### src/rtl/cache_refill_ctrl_if.sv
// Lookup, memory-read and array-write signals of the 2-way cache refill controller.
// master = pipeline/memory/array side, slave = the refill controller itself.
interface cache_refill_ctrl_if #(
    parameter int ADDR_W = 32,
    parameter int TAG_W  = 23,
    parameter int IDX_W  = 6,
    parameter int BLK_W  = 64
);
    logic              cpu_req;
    logic [ADDR_W-1:0] cpu_addr;
    logic              hit_way0;
    logic              hit_way1;
    logic              valid_way0;
    logic              valid_way1;
    logic              hit;
    logic              way_sel;
    logic              stall;
    logic              mem_rd_req;
    logic [ADDR_W-1:0] mem_addr;
    logic              mem_rd_valid;
    logic [BLK_W-1:0]  mem_rd_data;
    logic              wr_en_way0;
    logic              wr_en_way1;
    logic [IDX_W-1:0]  wr_index;
    logic [TAG_W-1:0]  wr_tag;
    logic [BLK_W-1:0]  wr_data;

    modport master (
        output cpu_req, cpu_addr, hit_way0, hit_way1, valid_way0, valid_way1,
        output mem_rd_valid, mem_rd_data,
        input  hit, way_sel, stall, mem_rd_req, mem_addr,
        input  wr_en_way0, wr_en_way1, wr_index, wr_tag, wr_data
    );

    modport slave (
        input  cpu_req, cpu_addr, hit_way0, hit_way1, valid_way0, valid_way1,
        input  mem_rd_valid, mem_rd_data,
        output hit, way_sel, stall, mem_rd_req, mem_addr,
        output wr_en_way0, wr_en_way1, wr_index, wr_tag, wr_data
    );
endinterface

### src/rtl/cache_refill_ctrl.sv
// 2-way cache miss controller: hits complete in 0 cycles; a miss stalls, refills the LRU victim and answers N+2 cycles later.
// Optional CACHE_PERF_CNT_EN adds wrapping 32-bit hit_count/miss_count outputs.
module cache_refill_ctrl #(
    parameter int ADDR_W = 32,
    parameter int TAG_W  = 23,
    parameter int IDX_W  = 6,
    parameter int BLK_W  = 64
) (
    input  logic               clk,
    input  logic               reset,
`ifdef CACHE_PERF_CNT_EN
    output logic [31:0]        hit_count,
    output logic [31:0]        miss_count,
`endif
    cache_refill_ctrl_if.slave bus
);
    localparam int OFF_W = ADDR_W - TAG_W - IDX_W;
    localparam int SETS  = 1 << IDX_W;
    localparam int BA_W  = TAG_W + IDX_W;

    typedef enum logic [1:0] {IDLE, MEM_WAIT, FILL, RESP} state_t;

    state_t            state_q, state_d;
    logic [SETS-1:0]   lru_q, lru_d;
    logic [BA_W-1:0]   blk_addr_q, blk_addr_d;
    logic              victim_q, victim_d;
    logic              mem_rd_req_q, mem_rd_req_d;
    logic [ADDR_W-1:0] mem_addr_q, mem_addr_d;
    logic              wr_en_way0_q, wr_en_way0_d;
    logic              wr_en_way1_q, wr_en_way1_d;
    logic [IDX_W-1:0]  wr_index_q, wr_index_d;
    logic [TAG_W-1:0]  wr_tag_q, wr_tag_d;
    logic [BLK_W-1:0]  wr_data_q, wr_data_d;

    logic [BA_W-1:0]   req_blk;
    logic [IDX_W-1:0]  req_idx;
    logic              lookup_hit;
    logic              lookup_way;
    logic              fill_victim;
    logic              idle_hit;
    logic              miss_start;
    logic              fill_start;
    logic              hit_c;
    logic              way_sel_c;
    logic              stall_c;
    logic              unused_offset;

    assign req_blk       = bus.cpu_addr[ADDR_W-1:OFF_W];
    assign req_idx       = req_blk[IDX_W-1:0];
    assign unused_offset = ^bus.cpu_addr[OFF_W-1:0];
    assign lookup_hit    = bus.hit_way0 | bus.hit_way1;
    // Way0 wins when both comparators fire.
    assign lookup_way    = bus.hit_way1 & ~bus.hit_way0;
    // Fill an empty way first (way0 preferred); only evict by LRU when the set is full.
    assign fill_victim   = ~bus.valid_way0 ? 1'b0 :
                           (~bus.valid_way1 ? 1'b1 : lru_q[req_idx]);

    assign idle_hit   = (state_q == IDLE) & bus.cpu_req & lookup_hit;
    assign miss_start = (state_q == IDLE) & bus.cpu_req & ~lookup_hit;
    assign fill_start = (state_q == MEM_WAIT) & bus.mem_rd_valid;

    always_ff @(posedge clk) begin
        if (reset) begin
            state_q <= IDLE;
        end else begin
            state_q <= state_d;
        end
    end

    always_comb begin
        state_d = state_q;
        case (state_q)
            IDLE:     if (miss_start) state_d = MEM_WAIT;
            MEM_WAIT: if (bus.mem_rd_valid) state_d = FILL;
            FILL:     state_d = RESP;
            RESP:     state_d = IDLE;
            default:  state_d = IDLE;
        endcase
    end

    always_comb begin
        hit_c     = 1'b0;
        way_sel_c = 1'b0;
        stall_c   = 1'b0;
        case (state_q)
            IDLE: begin
                hit_c     = bus.cpu_req & lookup_hit;
                way_sel_c = lookup_way;
                stall_c   = bus.cpu_req & ~lookup_hit;
            end
            MEM_WAIT, FILL: stall_c = 1'b1;
            RESP: begin
                hit_c     = 1'b1;
                way_sel_c = victim_q;
            end
            default: ;
        endcase
    end

    assign bus.hit     = hit_c;
    assign bus.way_sel = way_sel_c;
    assign bus.stall   = stall_c;

    always_comb begin
        lru_d        = lru_q;
        blk_addr_d   = blk_addr_q;
        victim_d     = victim_q;
        mem_rd_req_d = mem_rd_req_q;
        mem_addr_d   = mem_addr_q;
        wr_en_way0_d = 1'b0;
        wr_en_way1_d = 1'b0;
        wr_index_d   = wr_index_q;
        wr_tag_d     = wr_tag_q;
        wr_data_d    = wr_data_q;

        // LRU bit names the way to evict next, i.e. the one not just used.
        if (idle_hit) begin
            lru_d[req_idx] = ~lookup_way;
        end
        if (miss_start) begin
            blk_addr_d   = req_blk;
            victim_d     = fill_victim;
            mem_rd_req_d = 1'b1;
            mem_addr_d   = {req_blk, {OFF_W{1'b0}}};
        end
        if (fill_start) begin
            mem_rd_req_d = 1'b0;
            wr_en_way0_d = ~victim_q;
            wr_en_way1_d = victim_q;
            wr_index_d   = blk_addr_q[IDX_W-1:0];
            wr_tag_d     = blk_addr_q[BA_W-1:IDX_W];
            wr_data_d    = bus.mem_rd_data;
        end
        if (state_q == FILL) begin
            lru_d[wr_index_q] = ~victim_q;
        end
    end

    always_ff @(posedge clk) begin
        if (reset) begin
            lru_q        <= '0;
            blk_addr_q   <= '0;
            victim_q     <= 1'b0;
            mem_rd_req_q <= 1'b0;
            mem_addr_q   <= '0;
            wr_en_way0_q <= 1'b0;
            wr_en_way1_q <= 1'b0;
            wr_index_q   <= '0;
            wr_tag_q     <= '0;
            wr_data_q    <= '0;
        end else begin
            lru_q        <= lru_d;
            blk_addr_q   <= blk_addr_d;
            victim_q     <= victim_d;
            mem_rd_req_q <= mem_rd_req_d;
            mem_addr_q   <= mem_addr_d;
            wr_en_way0_q <= wr_en_way0_d;
            wr_en_way1_q <= wr_en_way1_d;
            wr_index_q   <= wr_index_d;
            wr_tag_q     <= wr_tag_d;
            wr_data_q    <= wr_data_d;
        end
    end

    assign bus.mem_rd_req = mem_rd_req_q;
    assign bus.mem_addr   = mem_addr_q;
    assign bus.wr_en_way0 = wr_en_way0_q;
    assign bus.wr_en_way1 = wr_en_way1_q;
    assign bus.wr_index   = wr_index_q;
    assign bus.wr_tag     = wr_tag_q;
    assign bus.wr_data    = wr_data_q;

`ifdef CACHE_PERF_CNT_EN
    logic [31:0] hit_cnt_q, hit_cnt_d;
    logic [31:0] miss_cnt_q, miss_cnt_d;

    // The RESP completion of a refill is not counted as a hit.
    always_comb begin
        hit_cnt_d  = hit_cnt_q + 32'(idle_hit);
        miss_cnt_d = miss_cnt_q + 32'(miss_start);
    end

    always_ff @(posedge clk) begin
        if (reset) begin
            hit_cnt_q  <= '0;
            miss_cnt_q <= '0;
        end else begin
            hit_cnt_q  <= hit_cnt_d;
            miss_cnt_q <= miss_cnt_d;
        end
    end

    assign hit_count  = hit_cnt_q;
    assign miss_count = miss_cnt_q;
`endif

    wr_en_exclusive: assert property (@(posedge clk) disable iff (reset)
        !(wr_en_way0_q && wr_en_way1_q));
    wr_en_only_in_fill: assert property (@(posedge clk) disable iff (reset)
        (wr_en_way0_q || wr_en_way1_q) |-> (state_q == FILL));
endmodule

### src/flat_wrapper.sv
// flat-port wrapper written by rule: the top's interface ports become plain ports
module cache_refill_ctrl_flat 
#(
    parameter int ADDR_W = 32,
    parameter int TAG_W  = 23,
    parameter int IDX_W  = 6,
    parameter int BLK_W  = 64
)
  (clk, reset, bus_cpu_req, bus_cpu_addr, bus_hit_way0, bus_hit_way1, bus_valid_way0, bus_valid_way1, bus_mem_rd_valid, bus_mem_rd_data, bus_hit, bus_way_sel, bus_stall, bus_mem_rd_req, bus_mem_addr, bus_wr_en_way0, bus_wr_en_way1, bus_wr_index, bus_wr_tag, bus_wr_data);
  cache_refill_ctrl_if #(.ADDR_W(ADDR_W), .TAG_W(TAG_W), .IDX_W(IDX_W), .BLK_W(BLK_W)) bus_i ();
  input  logic clk;
  input  logic reset;
  input wire logic [$bits(bus_i.cpu_req)-1:0] bus_cpu_req;
  input wire logic [$bits(bus_i.cpu_addr)-1:0] bus_cpu_addr;
  input wire logic [$bits(bus_i.hit_way0)-1:0] bus_hit_way0;
  input wire logic [$bits(bus_i.hit_way1)-1:0] bus_hit_way1;
  input wire logic [$bits(bus_i.valid_way0)-1:0] bus_valid_way0;
  input wire logic [$bits(bus_i.valid_way1)-1:0] bus_valid_way1;
  input wire logic [$bits(bus_i.mem_rd_valid)-1:0] bus_mem_rd_valid;
  input wire logic [$bits(bus_i.mem_rd_data)-1:0] bus_mem_rd_data;
  output wire logic [$bits(bus_i.hit)-1:0] bus_hit;
  output wire logic [$bits(bus_i.way_sel)-1:0] bus_way_sel;
  output wire logic [$bits(bus_i.stall)-1:0] bus_stall;
  output wire logic [$bits(bus_i.mem_rd_req)-1:0] bus_mem_rd_req;
  output wire logic [$bits(bus_i.mem_addr)-1:0] bus_mem_addr;
  output wire logic [$bits(bus_i.wr_en_way0)-1:0] bus_wr_en_way0;
  output wire logic [$bits(bus_i.wr_en_way1)-1:0] bus_wr_en_way1;
  output wire logic [$bits(bus_i.wr_index)-1:0] bus_wr_index;
  output wire logic [$bits(bus_i.wr_tag)-1:0] bus_wr_tag;
  output wire logic [$bits(bus_i.wr_data)-1:0] bus_wr_data;
  assign bus_i.cpu_req = bus_cpu_req;
  assign bus_i.cpu_addr = bus_cpu_addr;
  assign bus_i.hit_way0 = bus_hit_way0;
  assign bus_i.hit_way1 = bus_hit_way1;
  assign bus_i.valid_way0 = bus_valid_way0;
  assign bus_i.valid_way1 = bus_valid_way1;
  assign bus_i.mem_rd_valid = bus_mem_rd_valid;
  assign bus_i.mem_rd_data = bus_mem_rd_data;
  assign bus_hit = bus_i.hit;
  assign bus_way_sel = bus_i.way_sel;
  assign bus_stall = bus_i.stall;
  assign bus_mem_rd_req = bus_i.mem_rd_req;
  assign bus_mem_addr = bus_i.mem_addr;
  assign bus_wr_en_way0 = bus_i.wr_en_way0;
  assign bus_wr_en_way1 = bus_i.wr_en_way1;
  assign bus_wr_index = bus_i.wr_index;
  assign bus_wr_tag = bus_i.wr_tag;
  assign bus_wr_data = bus_i.wr_data;
  cache_refill_ctrl #(.ADDR_W(ADDR_W), .TAG_W(TAG_W), .IDX_W(IDX_W), .BLK_W(BLK_W)) u_core (.clk(clk), .reset(reset), .bus(bus_i));
endmodule
### config.mk
export PLATFORM = sky130hd
export DESIGN_NAME = cache_refill_ctrl_flat
export DESIGN_NICKNAME = d
export VERILOG_FILES = /design/src/rtl/cache_refill_ctrl_if.sv /design/src/rtl/cache_refill_ctrl.sv /design/src/flat_wrapper.sv
export SDC_FILE = /design/constraint.sdc
export NUM_CORES = 1
export LEC_CHECK = 0
export BUFFER_PORTS_ARGS = -buffer_cell sky130_fd_sc_hd__buf_2
export CAP_MARGIN = 10
export CORE_ASPECT_RATIO = 0.8
export CORE_MARGIN = 1
export CORE_UTILIZATION = 52
export DETAILED_ROUTE_END_ITERATION = 8
export PLACE_DENSITY = 0.8
export SKIP_LAST_GASP = 1
export SYNTH_ARGS = -nofsm -noshare
export SYNTH_HDL_FRONTEND = slang
export SYNTH_SLANG_ARGS = --single-unit
### constraint.sdc
create_clock -name clk -period 2.2 [get_ports clk]
set_clock_uncertainty 0.05 [all_clocks]
set_input_delay 0.22 -clock clk [delete_from_list [all_inputs] [get_ports clk]]
set_output_delay 0.22 -clock clk [all_outputs]
set_load 0.03 [all_outputs]
# After elaboration in Yosys (flattened, before gate mapping)
# Cells that the tools add are included.
dict set report totals {
  reg_bits 192
  inputBits 104
  output_inout_bits 131
  word_cells 57
}
dict set report op_classes {
  magnitude_cmp 4
  reduce_logical 7
  bitwise_logic 13
  muxes 18
  n_eq_ne 5
}
# operator count
set ops {}
lappend ops {{bitwise mux 64 bit} 2}
lappend ops {{2-to-1 mux 64 bit} 2}
lappend ops {{less-than comparator 6 x 7 -> 1 bit (second input constant)} 2}
lappend ops {{demux 1 bit (select 6 bit)} 2}
lappend ops {{>= comparator 6 x 1 -> 1 bit (second input constant)} 2}
lappend ops {{case mux 2 bit (4 select lines)} 1}
lappend ops {{AND 1 bit} 7}
lappend ops {{binary-select mux 1 bit (select 6 bit)} 1}
lappend ops {{case mux 1 bit (2 select lines)} 3}
lappend ops {{OR reduction 2 bit} 3}
lappend ops {{2-to-1 mux 1 bit} 5}
lappend ops {{inverter 1 bit} 5}
lappend ops {{== test 2 bit (second input constant)} 2}
lappend ops {{2-to-1 mux 2 bit} 2}
lappend ops {{== test 2 x 1 -> 1 bit (second input constant)} 1}
lappend ops {{logical AND 1 bit} 2}
lappend ops {{zero test 2 bit} 1}
lappend ops {{inequality test 2 x 1 -> 1 bit (second input constant)} 1}
lappend ops {{inequality test 2 bit (second input constant)} 1}
lappend ops {{AND reduction 2 bit} 1}
lappend ops {{OR 1 bit} 1}

# Depth between registers and ports, before layout
dict set report depth {
  word_depth 8
  ltp_mapped 9
  ltp_nobuf 8
}

# Worst setup path before layout
# No wires, ideal clock.
dict set report synth_path {
  path_type {flip-flop to output port}
  startpoint {reg u_core.state_q[0]}
  endpoint {out bus_stall}
  arrival_time_ns 1.682
  required_time_ns 1.930
  n_path_buf 2
  stages_incl_launch_ff 8
  path_slack_ns 0.248
  path_cell_list {dfxtp_1 inv_1 ha_1 and3_1 clkbuf_1 clkbuf_1 nor2_1 nor2_1}
}
dict set report synth_between {
  elab_chain_len 3
  elab_cells_between_ends 5
  cone_classes {eq/ne: 2; mux: 1; reduce/logical: 2}
}
# element line_no
set synth_lines {}
lappend synth_lines {{start: declaration} cache_refill_ctrl.sv:23} ;# state_t state_q, state_d;
lappend synth_lines {{start signal: assignment} cache_refill_ctrl.sv:66} ;# state_q <= state_d;
lappend synth_lines {{== test 2 bit / == test 2 x 1 -> 1 bit (equally long branches)} cache_refill_ctrl.sv:85} ;# case (state_q)
lappend synth_lines {{OR reduction 2 bit} cache_refill_ctrl.sv:85}
lappend synth_lines {{case mux 1 bit (2 select lines) (*)} cache_refill_ctrl.sv:85}
lappend synth_lines {{end: declaration} flat_wrapper.sv:23} ;# output wire logic [$bits(bus_i.stall)-1:0] bus_stall;
# Every way passes the cells marked *; elsewhere a longest branch is shown, timed or not.

# Worst setup path after layout
dict set report layout_path {
  startpoint {reg u_core.state_q[1]}
  endpoint {reg u_core.lru_q[12]}
}
dict set report layout_between {
  elab_chain_len 6
  elab_cells_between_ends 7
  cone_classes {eq/ne: 1; mux: 3; bitwise: 2; reduce/logical: 1}
}
# element line_no
set layout_lines {}
lappend layout_lines {{zero test 2 bit} cache_refill_ctrl.sv:58} ;# assign idle_hit = (state_q == IDLE) & bus.cpu_req & lookup_hit;
lappend layout_lines {{AND 1 bit (2 in series)} cache_refill_ctrl.sv:58}
lappend layout_lines {{2-to-1 mux 64 bit} cache_refill_ctrl.sv:117} ;# if (idle_hit) begin
lappend layout_lines {{bitwise mux 64 bit} cache_refill_ctrl.sv:135} ;# lru_d[wr_index_q] = ~victim_q;
lappend layout_lines {{2-to-1 mux 64 bit (*)} cache_refill_ctrl.sv:134} ;# if (state_q == FILL) begin
lappend layout_lines {{end signal: assignment} cache_refill_ctrl.sv:152} ;# lru_q <= lru_d;
lappend layout_lines {{end: declaration} cache_refill_ctrl.sv:24} ;# logic [SETS-1:0] lru_q, lru_d;
# Marks and branches as above.
# A chain may end at the register's enable or synchronous reset.

==> flow_metrics.env <==
export IMPL_seq_area_frac_synth=0.4574
export IMPL_path_depth=9
export IMPL_grt_remaining_overflow=0
export IMPL_setup_viol=0
export IMPL_slowest_stage="mux2_2"
export IMPL_coreArea_um2=15800
export IMPL_slew_headroom=0.5147
export IMPL_cts_buffers=17
export IMPL_design_area_um2=11500
export IMPL_hold_path_class="in -> reg"
export IMPL_fin_util=0.7277
export IMPL_finalCriticalPeriod_ns=2.128
export IMPL_reg2reg_slack_ns=0.07
export IMPL_p_switching_mw=2.913
export IMPL_critical_path_endpoint="u_core.lru_q[12]$_SDFF_PP0_"
export IMPL_gp_congestion=0.8882
export IMPL_crit_arrival_ns=2.38
export IMPL_grt_pass1_wl_mm=44.22
export IMPL_die_h_um=115.7
export IMPL_ys_types=51
export IMPL_p_per_area_nw_per_um2=764.5
export IMPL_start_util=0.5318
export IMPL_p_sw_frac=0.3314
export IMPL_r2r_start="u_core.state_q[1]$_SDFFE_PP0P_"
export IMPL_yosysWarningCount=0
export IMPL_ys_seq_elements=192
export IMPL_root_buffer="clkbuf_16"
export IMPL_wire_per_inst_um=19.37
export IMPL_internal_power_mw=5.877
export IMPL_via_per_inst=5.780
export IMPL_die_x_um=144.1
export IMPL_syn_to_final_growth_pct=36.84
export IMPL_cts_tree="built"
export IMPL_avgSynthCellArea_um2=8.540
export IMPL_cts_sinks=192
export IMPL_crit_required_ns=2.45
export IMPL_drtAntennaViolNets=0
export IMPL_r2r_cells=9
export IMPL_grt_util_all_layers=0.3496
export IMPL_cp_cell_sequence="inv_1, ha_1, o2111a_1, nand2_1, buf_4, nor2_1, mux2_2, a21oi_1, nor2_1"
export IMPL_max_slew_worst_pin_slew_ns=0.7252
export IMPL_cp_num_buf_inv=2
export IMPL_p_clk_frac=0.355
export IMPL_grt_max_degree=65
export IMPL_finalHoldViolations=0
export IMPL_slowest_delay_ns=0.35
export IMPL_max_freq_ghz=0.4699
export IMPL_remaining_drc_errors=0
export IMPL_antenna_found_initial=1
export IMPL_ioPinCount=235
export IMPL_row_count=41
export IMPL_final_nets=1412
export IMPL_dp_final_hpwl_mm=16.89
export IMPL_seq_power_share=0.433
export IMPL_insertion_delay_ns=0.45
export IMPL_vias=8860
export IMPL_routed_wl_mm=29.69
export IMPL_status="completed"
export IMPL_final_max_slew_violation_count=0
export IMPL_rr_endpoint="u_core.lru_q[12]$_SDFF_PP0_"
export IMPL_syn_area_um2=8403
export IMPL_endpoint_kind="flip-flop"
export IMPL_die_area_um2=16680
export IMPL_placed_area_um2=10030
export IMPL_maxCapViolCount=0
export IMPL_htreeDepth=4
export IMPL_crit_family="compound AO/OA/AOI/OAI gates"
export IMPL_p_leak_nw=5.232
export IMPL_fin_crit_sh=0.9673
export IMPL_grt_pass1_vias=8416
export IMPL_first_pass_iters=5
export IMPL_layout_drive_gt1_share=0.3002
export IMPL_worstPathMaxFanout=5
export IMPL_nFillCells=1088
export IMPL_drt_initial_drc_count=969
export IMPL_critical_path_startpoint="u_core.state_q[1]$_SDFFE_PP0P_"
export IMPL_clkTransAtPathRegs_ns=0.08
export IMPL_synth_top_flop_cell="dfxtp_1"
export IMPL_synth_async_reset_ratio=0
export IMPL_synthCells=984
export IMPL_ir_worst_vdd_mv=0.5750
export IMPL_cts_max_path_buffers=2
export IMPL_crit_type="reg -> reg"
export IMPL_crit_top_cell="nor2_1"
export IMPL_synth_edf_count=0
export IMPL_power_frac_comb=0.212
export IMPL_port_buffers=228
export IMPL_cp_start_kind="flip-flop"
==> synthesized netlist by cell type, types with 3 or more instances <==
library cell / instances / share of area
nor2_1: 218 / 0.097
dfxtp_1: 192 / 0.46
nand2_1: 137 / 0.061
a21oi_1: 102 / 0.061
a22o_1: 93 / 0.097
mux2_2: 63 / 0.084
clkbuf_1: 57 / 0.025
nand3_1: 10 / 0.0060
mux2_1: 8 / 0.011
nor3_1: 7 / 0.0042
buf_2: 6 / 0.0036
buf_1: 5 / 0.0022
buf_4: 5 / 0.0045
ha_1: 5 / 0.0074
mux2i_1: 5 / 0.0060
nand3b_1: 5 / 0.0045
a221oi_1: 4 / 0.0042
and3_1: 4 / 0.0030
inv_1: 4 / 0.0018
nand2b_1: 4 / 0.0030
nor2b_1: 4 / 0.0030
nor3b_1: 4 / 0.0036
a31oi_1: 3 / 0.0022
buf_6: 3 / 0.0040
mux4_2: 3 / 0.0080
nand4_1: 3 / 0.0022
==> placed cells by master, fill, tap and decap left out, drive strengths merged, types with 2 or more instances in the layout <==
master | Yosys | routed
a22o | 93 | 93
and3 | 4 | 4
nor2 | 218 | 218
nand4 | 3 | 3
a2bb2oi | 2 | 2
o211ai | 2 | 2
o21a | 2 | 2
conb | 1 | 3
a221oi | 6 | 6
mux2i | 5 | 5
buf | 19 | 288
dfxtp | 192 | 192
o21ai | 2 | 2
nor3b | 4 | 4
nor3 | 7 | 7
ha | 5 | 5
nor2b | 5 | 5
dlygate4sd3 | 0 | 86
diode | 0 | 2
nand3 | 10 | 10
clkbuf | 57 | 18
a21oi | 102 | 102
or3b | 2 | 2
nand2b | 4 | 4
mux4 | 4 | 4
mux2 | 72 | 72
clkinv | 0 | 7
inv | 5 | 11
a31oi | 3 | 3
nand3b | 5 | 5
nand2 | 137 | 137
==> power by group through the flow <==
stage | combinational [mW] | sequential [mW] | clock (mW)
2_1_floorplan | 0.700 | 4.19 | 0
3_3_place_gp | 1.63 | 3.85 | 0
6_report | 1.86 | 3.80 | 3.12
3_5_place_dp | 1.65 | 3.86 | 0
5_1_grt | 1.97 | 3.82 | 3.28
4_1_cts | 1.79 | 3.78 | 3.10
==> stage by stage <==
stage / setup WS, ns / hold slack [ns] / instances / power, mW / TNS [ns]
after floorplan: 0.2483 / 0.2957 / 986 / 4.892 / 0
after global placement: 0.08127 / 0.3778 / 1412 / 5.476 / 0
after detailed placement: 0.03547 / 0.3829 / 1412 / 5.511 / 0
after CTS: 0.01276 / 0.005937 / 1530 / 8.669 / 0
after global routing: -0.008024 / 0.03237 / 1532 / 9.065 / -0.01626
final: 0.07187 / 0.02125 / 1533 / 8.791 / 0
==> flip-flops by register name, summed over array words and instances (netlist names), 2 cells and up <==
name,cells
u_core.lru_q,64
u_core.bus.wr_tag,23
u_core.blk_addr_q,29
u_core.bus.wr_index,6
u_core.bus.wr_data,64
u_core.state_q,2
==> final cells by class <==
class / count / area [um2] / area share
Multi-Input combinational cell: 713 / 4235 / 0.3683
Sequential cell: 192 / 3845 / 0.3344
Timing Repair Buffer: 374 / 2530 / 0.2200
Clock buffer: 18 / 429.2 / 0.03732
Tap cell: 215 / 269.0 / 0.02340
Clock inverter: 14 / 166.4 / 0.01447
Inverter: 5 / 18.77 / 0.001632
Antenna cell: 2 / 5.005 / 0.0004353
==> how the worst min path moves through the flow <==
stage | cells past startpoint | slack [ns] | end | start
floorplan | 1 | 0.30 | u_core.bus.wr_data[0]$_SDFFE_PP0P_ | bus_mem_rd_data[0]
global placement | 2 | 0.38 | u_core.bus.wr_data[33]$_SDFFE_PP0P_ | bus_mem_rd_data[33]
detailed placement | 2 | 0.38 | u_core.bus.wr_data[17]$_SDFFE_PP0P_ | bus_mem_rd_data[17]
CTS | 3 | 0.006 | u_core.blk_addr_q[18]$_SDFFE_PP0P_ | bus_cpu_addr[21]
global route | 3 | 0.03 | u_core.blk_addr_q[18]$_SDFFE_PP0P_ | bus_cpu_addr[21]
finish | 3 | 0.02 | u_core.blk_addr_q[18]$_SDFFE_PP0P_ | bus_cpu_addr[21]
==> metal layers <==
layer	GRT usage	wire length, um	vias up
li1	-	-	4044
met1	0.4096	11070	4164
met2	0.5733	14220	523
met3	0.09587	2792	129
met4	0.2135	1605	0
met5	0	0	-
==> worst reg2reg max path: cells and delay by family (launching register included) <==
family,cells,cell delay [ns]
AO/OA/AOI/OAI,2,0.48
adder cells (fa/ha/maj),1,0.21
buffers and inverters,2,0.29
flip-flops,1,0.31
multiplexers,1,0.35
AND/OR/NAND/NOR,3,0.31
==> logic make-up (layout without fill, tap and decap cells) <==
kind of cell | after synthesis | count (layout) | share of synthesized area
compound gates | 222 | 222 | 0.1851
fa+ha+maj | 5 | 5 | 0.007445
buf+inv | 81 | 411 | 0.04199
flops | 192 | 192 | 0.4574
mux | 81 | 81 | 0.1141
other cells | 1 | 5 | 0.0004463
simple gates | 402 | 402 | 0.1936
==> what timing repair did <==
item,CTS,global route
resized for setup,0,1
endpoints found under the setup margin,0,10
hold buffers,86,0
buffers inserted,0,1
hold endpoints to repair,86,0
No activity file was read; power rests on OpenSTA's default activity.
